===== config.mk =====
export PLATFORM = sky130hd
export DESIGN_NAME = elevator_call_panel
export DESIGN_NICKNAME = d
export VERILOG_FILES = /design/src/rtl/elevator_call_panel.sv
export SDC_FILE = /design/constraint.sdc
export NUM_CORES = 1
export LEC_CHECK = 0
export BUFFER_PORTS_ARGS = -buffer_cell sky130_fd_sc_hd__buf_2
export CAP_MARGIN = 20
export CORE_AREA = 2 2 68 70
export CTS_CLUSTER_SIZE = 8
export DETAILED_ROUTE_END_ITERATION = 7
export DIE_AREA = 0 0 70 72
export PLACE_DENSITY = 0.68
export SLEW_MARGIN = 0
export SYNTH_ARGS = -nofsm -noshare
export SYNTH_HDL_FRONTEND = slang
export SYNTH_SLANG_ARGS = --single-unit

===== constraint.sdc =====
create_clock -name clk -period 2.9 [get_ports clk]
set_input_delay 0.29 -clock clk [delete_from_list [all_inputs] [get_ports clk]]
set_output_delay 0.29 -clock clk [all_outputs]
set_load 0.1 [all_outputs]

===== src/rtl/elevator_call_panel.sv =====
// rtl/elevator_call_panel.sv - SCAN-ordered call panel feeding the elevator controller
//
// Latches per-floor call buttons, picks one target floor at a time
// (same-direction-first), drives it one-hot to the controller, and runs
// a door dwell once the car stops at the target.
//
// Ports:
//   clk          clock
//   rst          asynchronous active-high reset
//   btn          per-floor call buttons, level, synchronous to clk
//   car_floor    binary car position from the controller
//   car_stopped  controller is in its stopped/idle condition
//   floor_req    one-hot target floor; all-zero means no request
//   pending      latched calls (lamps)
//   door_open    door dwell in progress
//   dir_up       current scan direction, 1 = up
//   busy         high while serving a target or dwelling
module elevator_call_panel #(
  parameter int N_FLOORS     = 5,
  parameter int FW           = 3,
  parameter int DWELL_CYCLES = 8
) (
  input  logic                clk,
  input  logic                rst,
  input  logic [N_FLOORS-1:0] btn,
  input  logic [FW-1:0]       car_floor,
  input  logic                car_stopped,
  output logic [N_FLOORS-1:0] floor_req,
  output logic [N_FLOORS-1:0] pending,
  output logic                door_open,
  output logic                dir_up,
  output logic                busy
);

  localparam int              CW         = (DWELL_CYCLES > 1) ? $clog2(DWELL_CYCLES) : 1;
  localparam logic [CW-1:0]   DWELL_LOAD = CW'(DWELL_CYCLES - 1);
  localparam logic [FW:0]     N_LIMIT    = (FW+1)'(N_FLOORS);

  typedef enum logic [1:0] {
    IDLE  = 2'd0,
    SERVE = 2'd1,
    DOOR  = 2'd2
  } state_t;

  state_t              state, state_n;
  logic [N_FLOORS-1:0] btn_q;
  logic [N_FLOORS-1:0] rise;
  logic [N_FLOORS-1:0] at_mask;
  logic [N_FLOORS-1:0] absorb;
  logic [N_FLOORS-1:0] pend_clr;
  logic [N_FLOORS-1:0] req_n;
  logic [FW-1:0]       tgt, tgt_n;
  logic [CW-1:0]       cnt, cnt_n;
  logic                dir_n;
  logic                car_valid;

  logic                up_hit, dn_hit;
  logic [FW-1:0]       up_f, dn_f;
  logic                ahead_hit, behind_hit, sel_hit, retarget;
  logic [FW-1:0]       ahead_f, behind_f, sel_f;

  function automatic logic [N_FLOORS-1:0] onehot(input logic [FW-1:0] f);
    logic [N_FLOORS-1:0] v;
    v = '0;
    for (int i = 0; i < N_FLOORS; i++) v[i] = (f == FW'(i));
    return v;
  endfunction

  // An out-of-range position matches no floor, so nothing is ever served
  // or cleared until the controller reports a real floor again.
  assign car_valid = ({1'b0, car_floor} < N_LIMIT);
  assign at_mask   = car_valid ? onehot(car_floor) : '0;

  assign rise      = btn & ~btn_q;
  // A press at the open-door floor extends the dwell instead of becoming a call.
  assign absorb    = (state == DOOR) ? (rise & at_mask) : '0;

  // Nearest pending call above and below the car; the call at the car's
  // own floor is excluded by the strict comparisons.
  always_comb begin
    up_hit = 1'b0;
    up_f   = '0;
    dn_hit = 1'b0;
    dn_f   = '0;
    for (int i = N_FLOORS - 1; i >= 0; i--) begin
      if (pending[i] && (FW'(i) > car_floor)) begin
        up_hit = 1'b1;
        up_f   = FW'(i);
      end
    end
    for (int i = 0; i < N_FLOORS; i++) begin
      if (pending[i] && (FW'(i) < car_floor)) begin
        dn_hit = 1'b1;
        dn_f   = FW'(i);
      end
    end
    if (!car_valid) begin
      up_hit = 1'b0;
      dn_hit = 1'b0;
    end
  end

  assign ahead_hit  = dir_up ? up_hit : dn_hit;
  assign ahead_f    = dir_up ? up_f   : dn_f;
  assign behind_hit = dir_up ? dn_hit : up_hit;
  assign behind_f   = dir_up ? dn_f   : up_f;
  assign sel_hit    = ahead_hit | behind_hit;
  assign sel_f      = ahead_hit ? ahead_f : behind_f;

  // While serving, the nearest call ahead is only taken over when it lies
  // strictly short of the current target.
  assign retarget   = ahead_hit && (dir_up ? (ahead_f < tgt) : (ahead_f > tgt));

  always_comb begin
    state_n  = state;
    tgt_n    = tgt;
    req_n    = floor_req;
    dir_n    = dir_up;
    cnt_n    = cnt;
    pend_clr = '0;
    case (state)
      IDLE: begin
        req_n = '0;
        if (car_stopped && |(pending & at_mask)) begin
          state_n  = DOOR;
          cnt_n    = DWELL_LOAD;
          pend_clr = at_mask;
        end else if (sel_hit) begin
          state_n = SERVE;
          tgt_n   = sel_f;
          req_n   = onehot(sel_f);
          dir_n   = (sel_f > car_floor);
        end
      end
      SERVE: begin
        if (car_stopped && car_valid && (car_floor == tgt)) begin
          state_n  = DOOR;
          req_n    = '0;
          cnt_n    = DWELL_LOAD;
          pend_clr = onehot(tgt);
        end else if (retarget) begin
          tgt_n = ahead_f;
          req_n = onehot(ahead_f);
        end
      end
      DOOR: begin
        req_n = '0;
        if (|(rise & at_mask)) begin
          cnt_n = DWELL_LOAD;
        end else if (cnt == '0) begin
          state_n = IDLE;
        end else begin
          cnt_n = cnt - 1'b1;
        end
      end
      default: begin
        state_n = IDLE;
        req_n   = '0;
      end
    endcase
  end

  always_ff @(posedge clk or posedge rst) begin
    if (rst) begin
      state     <= IDLE;
      btn_q     <= '0;
      pending   <= '0;
      floor_req <= '0;
      dir_up    <= 1'b1;
      tgt       <= '0;
      cnt       <= '0;
    end else begin
      state     <= state_n;
      btn_q     <= btn;
      // Clear wins over a same-cycle set of the same bit.
      pending   <= (pending | (rise & ~absorb)) & ~pend_clr;
      floor_req <= req_n;
      dir_up    <= dir_n;
      tgt       <= tgt_n;
      cnt       <= cnt_n;
    end
  end

  assign door_open = (state == DOOR);
  assign busy      = (state != IDLE);

endmodule


# Word-level counts from Yosys, hierarchy flattened
# Index checks and enable logic that the tools add are counted.
# totals
register_bits	24
out_inout_bits	13
wordCells	145
in_bits	11
# op_classes
add_sub_neg	1
bitwise_logic	11
n_lt_le_gt_ge	14
muxes	53
eq_ne	30
reduce_logical	29
# op_table
operator	count
3-bit two-way mux	19
5-bit two-way mux	8
5-bit AND	5
3-bit by 2-bit equality test with 1-bit output (second input constant)	8
5-bit case mux with 2 select lines	2
1-bit two-way mux	16
3-bit logical NOT	5
5-bit NOT	3
1-bit logical AND	14
2-bit inequality test (second input constant)	7
3-bit by 1-bit equality test with 1-bit output (second input constant)	4
3-bit equality test (second input constant)	4
2-bit two-way mux	5
5-bit OR reduction	2
3-bit inequality test (second input constant)	3
3-bit case mux with 3 select lines	1
4-bit AND reduction	2
1-bit by 3-bit > comparator with 1-bit output (first input constant)	2
2-bit by 3-bit > comparator with 1-bit output (first input constant)	2
3-bit > comparator	2
1-bit by 3-bit less-than comparator with 1-bit output (first input constant)	2
2-bit by 3-bit less-than comparator with 1-bit output (first input constant)	2
2-bit case mux with 3 select lines	1
3-bit case mux with 2 select lines	1
17 further kinds	18

# Longest topological paths before layout
# Gate-level depths: netlist of the first run.
# depth
depth_word	14
mapped_depth	15
mapped_depth_nobuf	12

# Worst setup path after synthesis of the first run
# OpenSTA, ideal clock, no wires.
# synth_timing
kind	register -> register
from	reg pending[2]
to	reg tgt[2]
arrival_time_ps	3300
path_slack_ps	-526
period_less_slack_ps	3426
stages_incl_launch_ff	13
path_buffers	1
required_ps	2775
setup_time_ps	125
cell_sequence	dfrtp_1 buf_2 nand3b_1 o311ai_2 and2_2 mux2i_1 ha_1 nor3b_1 a2bb2oi_1 a311oi_1 nand2_1 a31o_2 mux2_4
# synth_between
elab_chain_cells	10
elab_cells_between_ends	38
classes_between	order compare (2); eq/ne (3); mux (25); bitwise (2); reduce/logical (6)
# synth_lines
item	line	text
start: declaration	29	output logic [N_FLOORS-1:0] pending,
start signal: assignment	176	pending <= (pending | (rise & ~absorb)) & ~pend_clr;
1-bit logical AND, on equally long branches	92, 86	
3-bit two-way mux, or another cell as far along (3 in a row)	92	if (pending[i] && (FW'(i) < car_floor)) begin
3-bit two-way mux or 1-bit two-way mux (tied branches)	104, 97	
3-bit > comparator, or another cell as far along	112	assign retarget = ahead_hit && (dir_up ? (ahead_f < tgt) : (ahead_f > tgt));
1-bit two-way mux or 3-bit two-way mux (tied branches)	112, 108	
1-bit logical AND or 3-bit two-way mux (tied branches)	112, 128	
2-bit inequality test (no line) or 3-bit two-way mux (tied branches)	n/a	
5-bit AND reduction (no line) or 3-bit case mux with 2 select lines (tied branches)	n/a	
end signal: assignment	179	tgt <= tgt_n;
end: declaration	52	logic [FW-1:0] tgt, tgt_n;
# Several ways; a longest one is shown, not always the timed one. The select of a mux whose other input is x is not followed.
# A chain may end at the register's enable or synchronous reset.

# Worst setup path in the final report of the first run
# layout_timing
from	reg pending[1]
to	reg tgt[2]
# layout_between
elab_chain_cells	11
elab_cells_between_ends	38
classes_between	order compare (2); eq/ne (3); mux (25); bitwise (2); reduce/logical (6)
# layout_lines
item	line
1-bit logical AND	92
1-bit two-way mux	92
3-bit two-way mux or 1-bit two-way mux (tied branches) (3 in a row)	92
3-bit two-way mux or 1-bit two-way mux (tied branches)	104, 97
3-bit > comparator, or another cell as far along	112
1-bit two-way mux or 3-bit two-way mux (tied branches)	112, 108
1-bit logical AND or 3-bit two-way mux (tied branches)	112, 128
2-bit inequality test (no line) or 3-bit two-way mux (tied branches)	n/a
5-bit AND reduction (no line) or 3-bit case mux with 2 select lines (tied branches)	n/a
# Several ways; a longest one is shown, not always the timed one. The select of a mux whose other input is x is not followed.

==> summary.txt, run 1 <==
outcome = finished clean
routed len/inst = 16.79 um
simple-gate portion of the synthesized area = 20.28%
Vias/cell = 6.071
Worst Setup Start Kind = flip-flop
die area = 0.005040 mm^2
Worst Path Required = 3.07 ns
DP HPWL = 3892 um
compound-gate portion of the synthesized area = 29.39%
Final Instance Area = 0.002370 mm^2
Synth Area in Adders = 4.250%
Net Sw Power = 1.344 mW
clock insertion delay at the later pin of the skew report = 0.27 ns
area delta synth->final = 15.00%
Int Power = 1.089 mW
crit path DAT = 2.96 ns
Top Ports = 24
vias in the first global route = 1841
Crit Path Max Fanout = 11
Hold Path Class = in -> reg
largest net degree at the start of global routing = 25
setup ws final = 0.1081 ns
synth cell count leaders = dfrtp_1 (23), inv_1 (22), nand2_1 (16)
Unique masters post-synth = 72
Clock Power Share = 9.7%
Seq/Total Area, Yosys = 29.20%
IO Port Bufs = 23
most common cell in the netlist = dfrtp_1
hold depth = 1
Placed Area = 0.002250 mm^2
CTS root buf = clkbuf_8
peak supply drop = 0.7183 mV
Longest Clk Path Bufs = 2
Synth area leader = dfrtp_1
H-tree levels = 1
f_max = 358.2 MHz
Sink Count = 24
register bit total from synthesis = 24
CTS tree = built
Diodes inserted = 0
switching share of power = 55.23%
Flop pwr share = 23.7%
setup TNS = 0 ns
Core Region = 0.004264 mm^2
die width = 70 um
Post-DRT Antenna Nets = 0
WL final = 5222 um
initial core utilization = 48.33%
pre-CTS setup slack = 0.1140 ns
Hold Fails Final Rpt = 0
Static Leakage = 1.023 nW
Final min period = 2.792 ns
Pwr Density = 1027 mW/mm^2
hold path start = btn[4]
top-area cell type share of the netlist area = 27.93%
Post-synth EDFFs = 0
Syn Area/Cell = 8.999 um^2
crit path from = pending[1]$_DFF_PP0_
fraction of synthesized area in multiplexers = 6.922%
maxcap violations = 0
Nets = 278
Post-Synth XOR/XNOR Area = 0.8500%
Final GP Congestion = 0.9126
max-slew violations = 0
Site Rows = 24
layout cells sized above 1 = 29.73%
die span in y = 72 um
global route total overflow = 0
Worst Tran Pin Value = 0.5726 ns
Top FF cell, synth = dfrtp_1
final core utilization = 55.58%
critical path class = reg -> reg
syn nets = 247
1st-pass router iterations = 4
Max-slew headroom = 61.60%
CTS buffer count = 3
Post-Syn Area = 0.002061 mm^2
FFs w/ async S/R, synth = 100.0%
CTS clk-pin slew, worst paths = 0.09 ns
Syn. warnings = 0
combinational share of power = 66.6%
Synth area leaders = dfrtp_1 (28%), ha_1 (4.3%), inv_1 (4.0%), buf_6 (3.3%), mux2_2 (3.3%)
fin crit share = 96.27%
DRT iter0 DRCs = 129
initial antenna violation count = 0
CP Capture Type = flip-flop
global-route wire length before repair = 9011 um
Worst R2R Path Depth = 10
DRC viols = 0
Syn Inst Count = 229
Reg2Reg Launch Point = pending[1]$_DFF_PP0_
overall routing resource usage = 22.37%
Post-Route Skew = 0.001277 ns
main combinational cell family by area after synthesis = compound AO/OA/AOI/OAI gates
# setup viols final = 0
via count = 1888
sequential cells by signal, indices dropped and copies added (netlist names):
name,count
btn_q,5
cnt,3
dir_up,1
floor_req,5
pending,5
state,2
tgt,3
layout by cell type, fill, tap and decap left out, types with 5 or more instances in the layout:
cell       n
buf_4     13
a21oi_1   10
dfrtp_1   18
a211oi_1   8
o21ai_1    5
mux2i_1    5
nand2_1   16
nor2_1    15
buf_2     23
ha_1       6
inv_1     22
mux2_2     6
a31oi_1    8
power groups by stage:
stage / Sequential (mW) / Clock [mW] / Combinational, mW
2_1_floorplan: 0.918 / 0 / 0.939
3_3_place_gp: 0.581 / 0 / 1.57
3_5_place_dp: 0.579 / 0 / 1.57
4_1_cts: 0.573 / 0.245 / 1.59
5_1_grt: 0.597 / 0.253 / 1.74
6_report: 0.577 / 0.236 / 1.62
cell families after synthesis:
group	after synthesis
buffers and inverters	34
flip-flops	24
multiplexers	13
AND/OR/NAND/NOR	74
XOR/XNOR	2
adder cells (fa/ha/maj)	7
AO/OA/AOI/OAI	75
final timing paths:
check | slack, ns | end
max | 0.11 | tgt[2]$_DFFE_PP0P_
max reg2reg | 0.11 | tgt[2]$_DFFE_PP0P_
min | 0.13 | btn_q[4]$_DFF_PP0_
min reg2reg | 0.51 | cnt[1]$_DFFE_PP0P_
min in group asynchronous | 0.53 | floor_req[0]$_DFFE_PP0P_
max in group asynchronous | 1.94 | pending[3]$_DFF_PP0_
critical path, stage by stage, from the launching register on:
cell and delay [ns]:
dfrtp_4 0.55, nor2b_1 0.17, o21ai_2 0.18, a41o_1 0.23
ha_1 0.27, nor3b_2 0.18, a2bb2oi_1 0.15, a311oi_1 0.29
nand2_1 0.12, a31o_2 0.26, mux2_4 0.29
final cells by class:
class / count / area (um^2)
clock buffers: 4 / 55.05
fillers: 416 / 1894
inverters: 22 / 82.58
multi-input cells: 171 / 1297
flip-flops and latches: 24 / 619.3
well taps: 52 / 65.06
repair buffers: 38 / 250.2
per-layer routing:
layer	vias up	wire length [um]	GRT usage, %	part of all wire [%]
li1	921	-	-	-
met1	912	2550	32.40	49
met2	50	2368	34.92	45
met3	5	252	3.194	4.8
met4	0	51	6.838	0.98
met5	-	0	0	0
per-stage QoR:
step                      std cells  total power, mW  hold WS, ns
after floorplan                 229            1.857       0.3038
after global placement          304            2.148       0.4115
after detailed placement        304            2.152       0.4174
after CTS                       308            2.403       0.1258
after global routing            311            2.587       0.1317
final                           311            2.433       0.1333
what timing repair did:
item | 4_1_cts | 5_1_grt
gates resized for setup | 0 | 4
hold buffers | 0 | 1
setup buffers | 0 | 1
setup endpoints to repair | 0 | 8
endpoints found under the hold margin | 0 | 5
Note: power is estimated with default switching activity, not from simulation.
==> run 2: changes to the inputs <==
CORE_AREA = 2 2 75 77   (was 2 2 68 70)
DIE_AREA = 0 0 77 79   (was 0 0 70 72)
HOLD_SLACK_MARGIN = 0.08   (was not set)
MAX_ROUTING_LAYER = met4   (was not set)
PLACE_DENSITY = not set   (was 0.68)
==> run 2 against run 1 <==
Against the previous run: sequential share of layout area is 0.31 points lower; highest routed layer unchanged; clock skew is 0.0031 ns higher; flip-flop and latch count stayed put; wire length is 5.2% higher; critical path type unchanged.
==> summary.txt, run 2 (synthesized netlist as in run 1, its figures left out) <==
outcome = finished clean
Clock Power Share = 8.4% (-1.3 points)
global-route wire length before repair = 9025 um (+0.16%)
family with the most delay on the worst path = compound AO/OA/AOI/OAI gates
H-tree levels = 1 (unchanged)
area delta synth->final = 16.39%
Core Region = 0.005338 mm^2 (+25%)
Post-DRT Antenna Nets = 0 (unchanged)
Power Total = 2.421 mW (-0.46%)
maxcap violations = 0 (unchanged)
Static Leakage = 1.034 nW (+1.1%)
Slowest cell on crit path = dfrtp_4
overall routing resource usage = 18.89% (-3.5 points)
CP max stage delay = 0.56 ns (about the same)
Final min period = 2.772 ns (-0.02002 ns)
register-to-register setup slack = 0.13 ns (+0.02 ns)
Nets = 282 (+1.4%)
switching share of power = 55.71% (+0.48 points)
critical path class = reg -> reg
Sink Count = 24 (unchanged)
Post-Route Skew = 0.004384 ns (+0.003107 ns)
Longest Clk Path Bufs = 2 (unchanged)
1st-pass router iterations = 4 (unchanged)
Int Power = 1.072 mW (-1.5%)
CTS tree = built
WL final = 5493 um (+5.2%)
# setup viols final = 0 (unchanged)
Regs by FF count = btn_q (5), floor_req (5), pending (5)
IO Port Bufs = 23 (unchanged)
clock insertion delay at the later pin of the skew report = 0.26 ns (about the same)
die area = 0.006083 mm^2 (+21%)
peak supply drop = 0.5477 mV (-24%)
Worst Tran Pin Value = 0.9269 ns (+0.3542 ns)
crit path DAT = 2.97 ns (about the same)
layout cells sized above 1 = 30.80% (+1.1 points)
max-slew violations = 0 (unchanged)
Worst Path Required = 3.10 ns (+0.03 ns)
hold buffer count at cts = 0 (unchanged)
via count = 1942 (+2.9%)
f_max = 360.8 MHz (+0.72%)
DP HPWL = 4220 um (+8.4%)
die width = 77 um (+10%)
CTS clk-pin slew, worst paths = 0.09 ns (about the same)
Crit Path Max Fanout = 14 (+3)
Worst Setup Start Kind = flip-flop
Hold Path Class = in -> reg
Max-slew headroom = 38.14% (-23 points)
Site Rows = 27 (+13%)
Net Sw Power = 1.349 mW (+0.40%)
combinational share of power = 68.1% (+1.5 points)
fillers = 575 (+38%)
DRT iter0 DRCs = 105 (-19%)
Post-Layout Cell Count = 335 (+7.7%)
Vias/cell = 5.797 (-4.5%)
Hold Fails Final Rpt = 0 (unchanged)
DRC viols = 0 (unchanged)
die span in y = 79 um (+9.7%)
fin crit share = 95.58% (-0.69 points)
Pwr Density = 1010 mW/mm^2 (-1.7%)
vias in the first global route = 1847 (+0.33%)
Cell Chain, Critical Path = o21ba_1 -> o32a_1 -> or3_1 -> and2_4 -> nand2_1 -> o21ai_0 -> ha_1 -> a21o_1 -> a21oi_1 -> a31oi_1 -> mux2_2
initial core utilization = 38.61% (-9.7 points)
Final GP Congestion = 0.8747 (-4.2%)
CP Capture Type = flip-flop
final core utilization = 44.94% (-11 points)
Flop pwr share = 23.5% (-0.2 points)
Diodes inserted = 0 (unchanged)
placed cell count = 329 (+8.2%)
CTS root buf = clkbuf_8
Worst Hold Slack = 0.1424 ns (+0.009032 ns)
largest net degree at the start of global routing = 25 (unchanged)
initial antenna violation count = 0 (unchanged)
commonest cells after routing, fill and taps aside = buf_2 (23), inv_1 (22), buf_4 (19), dfrtp_1 (18), nand2_1 (16)
WP buf/inv = 0 (unchanged)
Top Ports = 24 (unchanged)
routed len/inst = 16.40 um (-2.3%)
global route total overflow = 0 (unchanged)
CTS buffer count = 3 (unchanged)
most common cell after layout, fill and taps aside = buf_2
[run 2: final cells by class]
type / count / area [um^2] / area share, %
Tap cell: 72 / 90.09 / 3.756
Sequential cell: 24 / 619.3 / 25.82
Timing Repair Buffer: 42 / 257.7 / 10.75
Inverter: 22 / 82.58 / 3.443
Multi-Input combinational cell: 171 / 1304 / 54.36
Clock buffer: 4 / 45.04 / 1.878
[run 2: layer usage]
layer,track usage (%),part of all wire [%],vias to the layer above
met5,-,0,-
met4,7.143,2.0,0
met3,1.705,5.0,8
met2,28.42,46,60
met1,26.60,47,947
li1,-,-,927
[run 2: repair_timing]
item,4_1_cts,5_1_grt
endpoints found under the setup margin,0,7
setup buffers,0,2
gates resized for setup,0,4
[run 2: final timing paths]
| kind | cells past startpoint | end | start |
|---|---|---|---|
| min in group asynchronous | 2 | floor_req[1]$_DFFE_PP0P_ | rst |
| max in group asynchronous | 2 | pending[1]$_DFF_PP0_ | rst |
| setup reg to reg | 11 | dir_up$_DFFE_PP1P_ | pending[2]$_DFF_PP0_ |
| hold / removal | 1 | btn_q[4]$_DFF_PP0_ | btn[4] |
| hold reg to reg | 1 | cnt[2]$_DFFE_PP0P_ | cnt[2]$_DFFE_PP0P_ |
| setup / recovery | 11 | dir_up$_DFFE_PP1P_ | pending[2]$_DFF_PP0_ |
[run 2: metrics by stage]
step | worst slack (ns) | cell area (um^2) | setup TNS (ns)
final | 0.1281 | 2399 | 0
after global routing | -0.01392 | 2399 | -0.01392
after CTS | 0.05154 | 2357 | 0
after detailed placement | 0.04239 | 2312 | 0
after global placement | 0.08154 | 2312 | 0
after floorplan | -0.05235 | 2097 | -0.09761
[run 2: power groups by stage]
stage | clock network [mW] | registers [mW] | logic [mW]
after floorplan | 0 | 0.918 | 0.939
after global placement | 0 | 0.571 | 1.60
after detailed placement | 0 | 0.572 | 1.60
after CTS | 0.211 | 0.566 | 1.61
after global routing | 0.228 | 0.585 | 1.76
final | 0.204 | 0.568 | 1.65
[run 2: worst register-to-register path, cell delays in order, from the launching register on]
cell     delay [ns]
dfrtp_4        0.56
o21ba_1        0.21
o32a_1         0.33
or3_1          0.35
and2_4         0.18
nand2_1        0.06
o21ai_0        0.08
ha_1           0.30
a21o_1         0.16
a21oi_1        0.13
a31oi_1        0.07
mux2_2         0.27
